<file path="src/rtl/reg_map_pkg.sv">
// Register map, bus widths and arbiter FSM encodings shared by the write arbiter.
package reg_map_pkg;
  localparam int ADDR_W = 7;
  localparam int DATA_W = 8;

  localparam int ADDR_EN_OUT_7_0  = 0;
  localparam int ADDR_EN_OUT_15_8 = 1;
  localparam int ADDR_EN_PWM_7_0  = 2;
  localparam int ADDR_EN_PWM_15_8 = 3;
  localparam int ADDR_PWM_DUTY    = 4;

  // Encodings double as the owner output value.
  typedef enum logic [1:0] {
    ST_IDLE  = 2'b00,
    ST_LOCK0 = 2'b01,
    ST_LOCK1 = 2'b10
  } arb_state_t;

  typedef struct packed {
    logic [ADDR_W-1:0] addr;
    logic [DATA_W-1:0] data;
    logic              lock;
  } wr_req_t;
endpackage

</file>
<file path="src/rtl/rr_arb2.sv">
// Two-way round-robin picker: a lone requester wins, a tie goes to the port that did not win last.
module rr_arb2 (
  input  logic [1:0] i_valid,
  input  logic       i_last_grant,
  output logic [1:0] o_grant
);
  always_comb begin
    o_grant = 2'b00;
    case (i_valid)
      2'b01:   o_grant = 2'b01;
      2'b10:   o_grant = 2'b10;
      2'b11:   o_grant = i_last_grant ? 2'b01 : 2'b10;
      default: o_grant = 2'b00;
    endcase
  end
endmodule

</file>
<file path="src/rtl/reg_write_arbiter.sv">
// Configuration register bank with a single write port shared by SPI (port 0) and a local master (port 1).
// Optional registered readback port when REG_ARB_READBACK_EN is defined.
module reg_write_arbiter
  import reg_map_pkg::*;
#(
  parameter int MAX_ADDR     = 4,
  parameter int LOCK_TIMEOUT = 16
) (
  input  logic              clk,
  input  logic              rst_n,
  input  logic [1:0]        req_valid,
  input  logic [1:0]        req_lock,
  input  logic [ADDR_W-1:0] req0_addr,
  input  logic [DATA_W-1:0] req0_data,
  input  logic [ADDR_W-1:0] req1_addr,
  input  logic [DATA_W-1:0] req1_data,
  output logic [1:0]        req_ready,
  output logic [1:0]        wr_err,
  output logic              lock_timeout,
  output logic [1:0]        owner,
  output logic [DATA_W-1:0] en_reg_out_7_0,
  output logic [DATA_W-1:0] en_reg_out_15_8,
  output logic [DATA_W-1:0] en_reg_pwm_7_0,
  output logic [DATA_W-1:0] en_reg_pwm_15_8,
  output logic [DATA_W-1:0] pwm_duty_cycle
`ifdef REG_ARB_READBACK_EN
  ,
  input  logic [ADDR_W-1:0] rd_addr,
  output logic [DATA_W-1:0] rd_data
`endif
);
  localparam int TW = $clog2(LOCK_TIMEOUT + 1);

  arb_state_t                    r_state, w_state_nxt;
  logic                          r_last_grant, w_last_nxt;
  logic [TW-1:0]                 r_tmo, w_tmo_nxt, w_tmo_inc;
  logic                          w_tmo_fire, r_lock_timeout;
  logic [1:0]                    r_wr_err;
  logic [MAX_ADDR:0][DATA_W-1:0] r_bank;

  logic [1:0] w_rr_grant, w_ready, w_hs;
  logic       w_hs_any, w_hs_port, w_lport, w_addr_bad;
  wr_req_t    w_sel;

  rr_arb2 u_rr (
    .i_valid     (req_valid),
    .i_last_grant(r_last_grant),
    .o_grant     (w_rr_grant)
  );

  // While locked only the owner can be ready; ready is held low during reset.
  always_comb begin
    w_ready = 2'b00;
    case (r_state)
      ST_IDLE:  w_ready = w_rr_grant;
      ST_LOCK0: w_ready = {1'b0, req_valid[0]};
      ST_LOCK1: w_ready = {req_valid[1], 1'b0};
      default:  w_ready = 2'b00;
    endcase
  end

  assign req_ready  = w_ready & {2{rst_n}};
  assign w_hs       = req_valid & req_ready;
  assign w_hs_any   = |w_hs;
  assign w_hs_port  = w_hs[1];
  assign w_sel      = w_hs_port ? '{addr: req1_addr, data: req1_data, lock: req_lock[1]}
                                : '{addr: req0_addr, data: req0_data, lock: req_lock[0]};
  assign w_addr_bad = w_sel.addr > ADDR_W'(MAX_ADDR);
  assign w_lport    = (r_state == ST_LOCK1);
  assign w_tmo_inc  = r_tmo + TW'(1);

  always_comb begin
    w_state_nxt = r_state;
    w_last_nxt  = r_last_grant;
    w_tmo_nxt   = r_tmo;
    w_tmo_fire  = 1'b0;
    case (r_state)
      ST_IDLE: begin
        w_tmo_nxt = '0;
        if (w_hs_any) begin
          w_last_nxt = w_hs_port;
          if (w_sel.lock) w_state_nxt = w_hs_port ? ST_LOCK1 : ST_LOCK0;
        end
      end
      ST_LOCK0, ST_LOCK1: begin
        if (w_hs_any) begin
          w_last_nxt = w_lport;
          w_tmo_nxt  = '0;
          if (!w_sel.lock) w_state_nxt = ST_IDLE;
        end else if (!req_valid[w_lport] && !req_lock[w_lport]) begin
          w_state_nxt = ST_IDLE;
          w_tmo_nxt   = '0;
        end else if (w_tmo_inc == TW'(LOCK_TIMEOUT)) begin
          // Owner stalled too long: hand the next tie to the other port.
          w_state_nxt = ST_IDLE;
          w_tmo_nxt   = '0;
          w_tmo_fire  = 1'b1;
          w_last_nxt  = w_lport;
        end else begin
          w_tmo_nxt = w_tmo_inc;
        end
      end
      default: w_state_nxt = ST_IDLE;
    endcase
  end

  always_ff @(posedge clk or negedge rst_n) begin
    if (!rst_n) begin
      r_state        <= ST_IDLE;
      r_last_grant   <= 1'b1;
      r_tmo          <= '0;
      r_lock_timeout <= 1'b0;
      r_wr_err       <= 2'b00;
    end else begin
      r_state        <= w_state_nxt;
      r_last_grant   <= w_last_nxt;
      r_tmo          <= w_tmo_nxt;
      r_lock_timeout <= w_tmo_fire;
      r_wr_err       <= w_hs & {2{w_addr_bad}};
    end
  end

  always_ff @(posedge clk or negedge rst_n) begin
    if (!rst_n) begin
      r_bank <= '0;
    end else if (w_hs_any && !w_addr_bad) begin
      for (int i = 0; i <= MAX_ADDR; i++)
        if (w_sel.addr == ADDR_W'(i)) r_bank[i] <= w_sel.data;
    end
  end

  assign wr_err          = r_wr_err;
  assign lock_timeout    = r_lock_timeout;
  assign owner           = r_state;
  assign en_reg_out_7_0  = r_bank[ADDR_EN_OUT_7_0];
  assign en_reg_out_15_8 = r_bank[ADDR_EN_OUT_15_8];
  assign en_reg_pwm_7_0  = r_bank[ADDR_EN_PWM_7_0];
  assign en_reg_pwm_15_8 = r_bank[ADDR_EN_PWM_15_8];
  assign pwm_duty_cycle  = r_bank[ADDR_PWM_DUTY];

`ifdef REG_ARB_READBACK_EN
  logic [DATA_W-1:0] w_rd_mux, r_rd_data;

  // Unmapped addresses fall through to zero.
  always_comb begin
    w_rd_mux = '0;
    for (int i = 0; i <= MAX_ADDR; i++)
      if (rd_addr == ADDR_W'(i)) w_rd_mux = r_bank[i];
  end

  always_ff @(posedge clk or negedge rst_n) begin
    if (!rst_n) r_rd_data <= '0;
    else        r_rd_data <= w_rd_mux;
  end

  assign rd_data = r_rd_data;
`endif
endmodule
</file>
<file path="config.mk">
export PLATFORM = sky130hd
export DESIGN_NAME = reg_write_arbiter
export DESIGN_NICKNAME = d
export VERILOG_FILES = /design/src/rtl/reg_map_pkg.sv /design/src/rtl/rr_arb2.sv /design/src/rtl/reg_write_arbiter.sv
export SDC_FILE = /design/constraint.sdc
export NUM_CORES = 1
export LEC_CHECK = 0
export ABC_AREA = 1
export CAP_MARGIN = 15
export CORE_MARGIN = 2
export CORE_UTILIZATION = 49
export CTS_BUF_LIST = sky130_fd_sc_hd__clkbuf_4 sky130_fd_sc_hd__clkbuf_8
export CTS_CLUSTER_DIAMETER = 200
export CTS_CLUSTER_SIZE = 24
export DETAILED_ROUTE_END_ITERATION = 12
export GPL_ROUTABILITY_DRIVEN = 0
export PLACE_DENSITY = 0.82
export SYNTH_ARGS = -nofsm -noshare
export SYNTH_HDL_FRONTEND = slang
export SYNTH_HIERARCHICAL = 1
export SYNTH_SLANG_ARGS = --single-unit
</file>
<file path="constraint.sdc">
create_clock -name clk -period 2.4 [get_ports clk]
set_clock_uncertainty 0.15 [all_clocks]
set_input_delay 0.48 -clock clk [delete_from_list [all_inputs] [get_ports clk]]
set_output_delay 0.48 -clock clk [all_outputs]
set_load 0.02 [all_outputs]
</file>
==> metrics.md <==
| Metric | Value |
|---|---|
| Setup crit end | en_reg_pwm_15_8[6] |
| Reg-to-reg startpoint | owner[0] |
| Ys async rst share | 100.0% |
| Status | completed |
| Worst path cell trace | clkdlybuf4s50_1 > a21oi_2 > nand2_2 > nand2_4 > buf_12 > nand3_2 > nand2_1 > nand2_2 > nand2_4 > a21oi_4 > buf_12 > buf_12 > nand4_1 > nand2_1 |
| Clock transition at the registers of the reported paths | ~0.10 ns |
| Max-slew headroom at the worst pin | between 50 and 60% |
| Mapped Area | 0.002885 mm2 |
| Placeable Area | 0.005608 mm2 |
| Main synth FF type | dfrtp_1 |
| Post-Place Cell Area | about 0.0039 mm2 |
| Final Core Density | 75.99% |
| Worst Hold Class | in2async |
| Ant. Diodes | 0 |
| Depth of the CTS H-tree | 2 |
| P&R area growth vs syn | 47.70% |
| Syn avg cell area | 8.197 um2 |
| Die Y | 80.74 um |
| #FFs+latches synth | 51 |
| Drt via density | 5.422 |
| Area share of the largest cell type after synthesis | 43.37% |
| Hold_buf cts | 0 |
| CTS tree | done |
| Final design area excluding fillers | around 0.0043 mm2 |
| Setup crit start | req_valid[0] |
| Final Hold Slack | 0.1649 ns |
| # setup viols final | 0 |
| Initial core utilization | 51.45% |
| Final Hold Vio Count | 0 |
| Crit path max-delay family | buffers and inverters |
| Cell variety after synth | 29 |
| P_leak | 0.002132 uW |
| Largest stage delay, worst path | 0.55 ns |
| Antenna Violating Nets Remaining | 0 |
| Data required time of the worst path | between 2 and 2.5 ns |
| Area of the die | 0.006518 mm2 |
| Max-capacitance violation count | 0 |
| Critical Path Source Type | input pin |
| Tmin final | 2.367 ns |
| CP dominant cell by count | buf_12 |
| Residual DRC | 0 |
| Maximum clock path buffer count | 2 |
| Crit path arrival time | 2.46 ns |
| Yosys top cell by area | dfrtp_1 |
| Synth area leaders | dfrtp_1 (43%), nand2_1 (19%), nand4_1 (9.3%) |
| Initial antenna violation count | 0 |
| Initial DRC count | ~230 |
| Clock root buffer | clkbuf_8 |
| Gr ovfl total | 0 |
| Crit Path Category | in2reg |
| IO Port Bufs | 82 |
| Drt first pass iters | 5 |
| Slew @ Worst Pin | 0.6219 ns |
| Achievable Freq | 422.6 MHz |
| Post-synthesis cell count | 352 |
| Maximum VDD drop | 0.5749 mV |
| Wirelength per Cell | around 15 um |
| Reg-to-reg slack, setup | 0.05 ns |
| Post-Syn Nets | about 400 |
| Pwr/cell area | 657.3 mW/mm2 |
| Num rows | 27 |
| Largest net degree at the start of global routing | 52 |
| CTS Sinks | between 50 and 60 |
| Ports | 83 |
| Fin. max-slew vios | 0 |
| Clk_lat worst skew | 0.31 ns |
| Worst path buffer plus inverter count | 4 |
| DIE WIDTH | 80.74 um |
| Filler cells | 390 |
| Setup crit end kind | register |
| Overall routing resource usage | 23.58% |
| Setup TNS | 0 ns |
| Dpl ws | -0.3892 ns |
| Number of synthesized flops with an enable pin | 0 |
| Number of global-route vias before repair | 2575 |
| First-pass GRT wire length | 11740 um |
| Yosys warns | 6 |
| Count leader, synth | nand2_1 |
| Crit share post-route | a little over nine tenths |
| Final layout net count | 503 |
| Register area share after synthesis | between 40 and 50% |
| R2R cell count | 14 |
| Dpl hpwl | between 5000 and 6000 um |
| Detailed Route WL | 8192 um |
| CTS buffer count | 5 |
| Levels on crit path | 14 |
| Top post-synthesis cells by count | nand2_1 (149), dfrtp_1 (50), nand4_1 (43), inv_1 (20), nand3_1 (16) |
| Crit-path max FO | 10 |
| Worst R2R End | en_reg_pwm_15_8[6] |
| Share of layout cells above drive strength 1 | 19.44% |
| Vias | between 2000 and 3000 |
| CP max-delay cell | clkdlybuf4s50_1 |
| Worst setup margin | roughly 0.033 ns |
==> power by group <==
part	internal, uW	leakage [uW]	switching, uW
Sequential	930	0.000702	57.6
Combinational	444	0.00136	656
Clock	428	0.0000688	285
Total	1800	0.00213	999
==> timing repair <==
item / CTS / global route
cloned: 0 / 5
setup endpoints to repair: 32 / 44
pin swaps: 0 / 7
setup buffers: 0 / 1
resized for setup: 14 / 14
==> layout make-up <==
type	count	area (um2)	share of cell area [%]
well taps	72	90.09	2.114
flip-flops and latches	51	1279	30.01
clock inverters	2	60.06	1.409
clock buffers	6	76.32	1.791
inverters	24	92.59	2.173
repair buffers	113	1170	27.45
multi-input cells	267	1494	35.06
==> layout by cell type (no fill, tap or decap), types with 2 or more instances in the layout <==
master           synthesis  routed
nor2_4                   4       4
nor2_1                  12      12
xor2_1                   2       2
buf_6                    5       2
o21ai_0                  5       5
a21oi_4                  2       2
buf_4                    2      21
nand3_1                 16      16
bufinv_16                0       2
nand4_1                 43      43
or2_2                    3       3
clkbuf_8                 0       5
clkdlybuf4s50_1          0      78
clkbuf_16                0       3
nand4_4                  4       4
nand2_2                  9      17
buf_12                   0       5
inv_2                    3       2
nor3_1                   2       2
inv_1                   20      20
a32o_1                   2       2
nand2_1                149     137
dfrtp_1                 50      49
nand2_4                  3       7
ha_1                     5       4
==> metal layers <==
metal	routed length, um	part of all wire (%)	GRT usage (%)
met2	4220	52	40.50
met4	247	3.0	10.51
met5	0	0	0
met1	3187	39	28.88
met3	536	6.5	4.556
==> worst min path at each step <==
| stage | endpoint | slack (ns) | depth (start not counted) |
|---|---|---|---|
| after floorplan | en_reg_out_15_8[0] | 0.03 | 0 |
| after global placement | en_reg_out_15_8[4] | 0.30 | 2 |
| after detailed placement | pwm_duty_cycle[2] | 0.31 | 2 |
| after CTS | en_reg_pwm_15_8[6] | 0.20 | 2 |
| after global routing | en_reg_out_7_0[0] | 0.22 | 2 |
| final | en_reg_out_7_0[0] | 0.16 | 2 |
==> cells by family (layout without fill, tap and decap cells) <==
logic type,after synthesis,in the layout,share of synthesized area (%)
buffers and inverters,35,145,6.244
AND/OR/NAND/NOR,248,249,43.54
XOR/XNOR,2,2,0.6072
AO/OA/AOI/OAI,11,11,3.165
flip-flops,51,51,44.28
adder cells (fa/ha/maj),5,5,2.168
==> state kept, by name, summed over array words and instances, names as in the netlist <==
name,cells
pwm_duty_cycle,8
r_last_grant,1
en_reg_pwm_7_0,8
wr_err,2
r_tmo,5
en_reg_out_15_8,8
en_reg_out_7_0,8
owner,2
en_reg_pwm_15_8,8
lock_timeout,1
==> per-stage QoR <==
stage,std cells,power (uW)
CTS,529,2742
detailed placement,521,2033
global placement,521,2009
finish,535,2801
global route,535,2931
floorplan,352,1606
No activity file was read; power rests on OpenSTA's default activity.
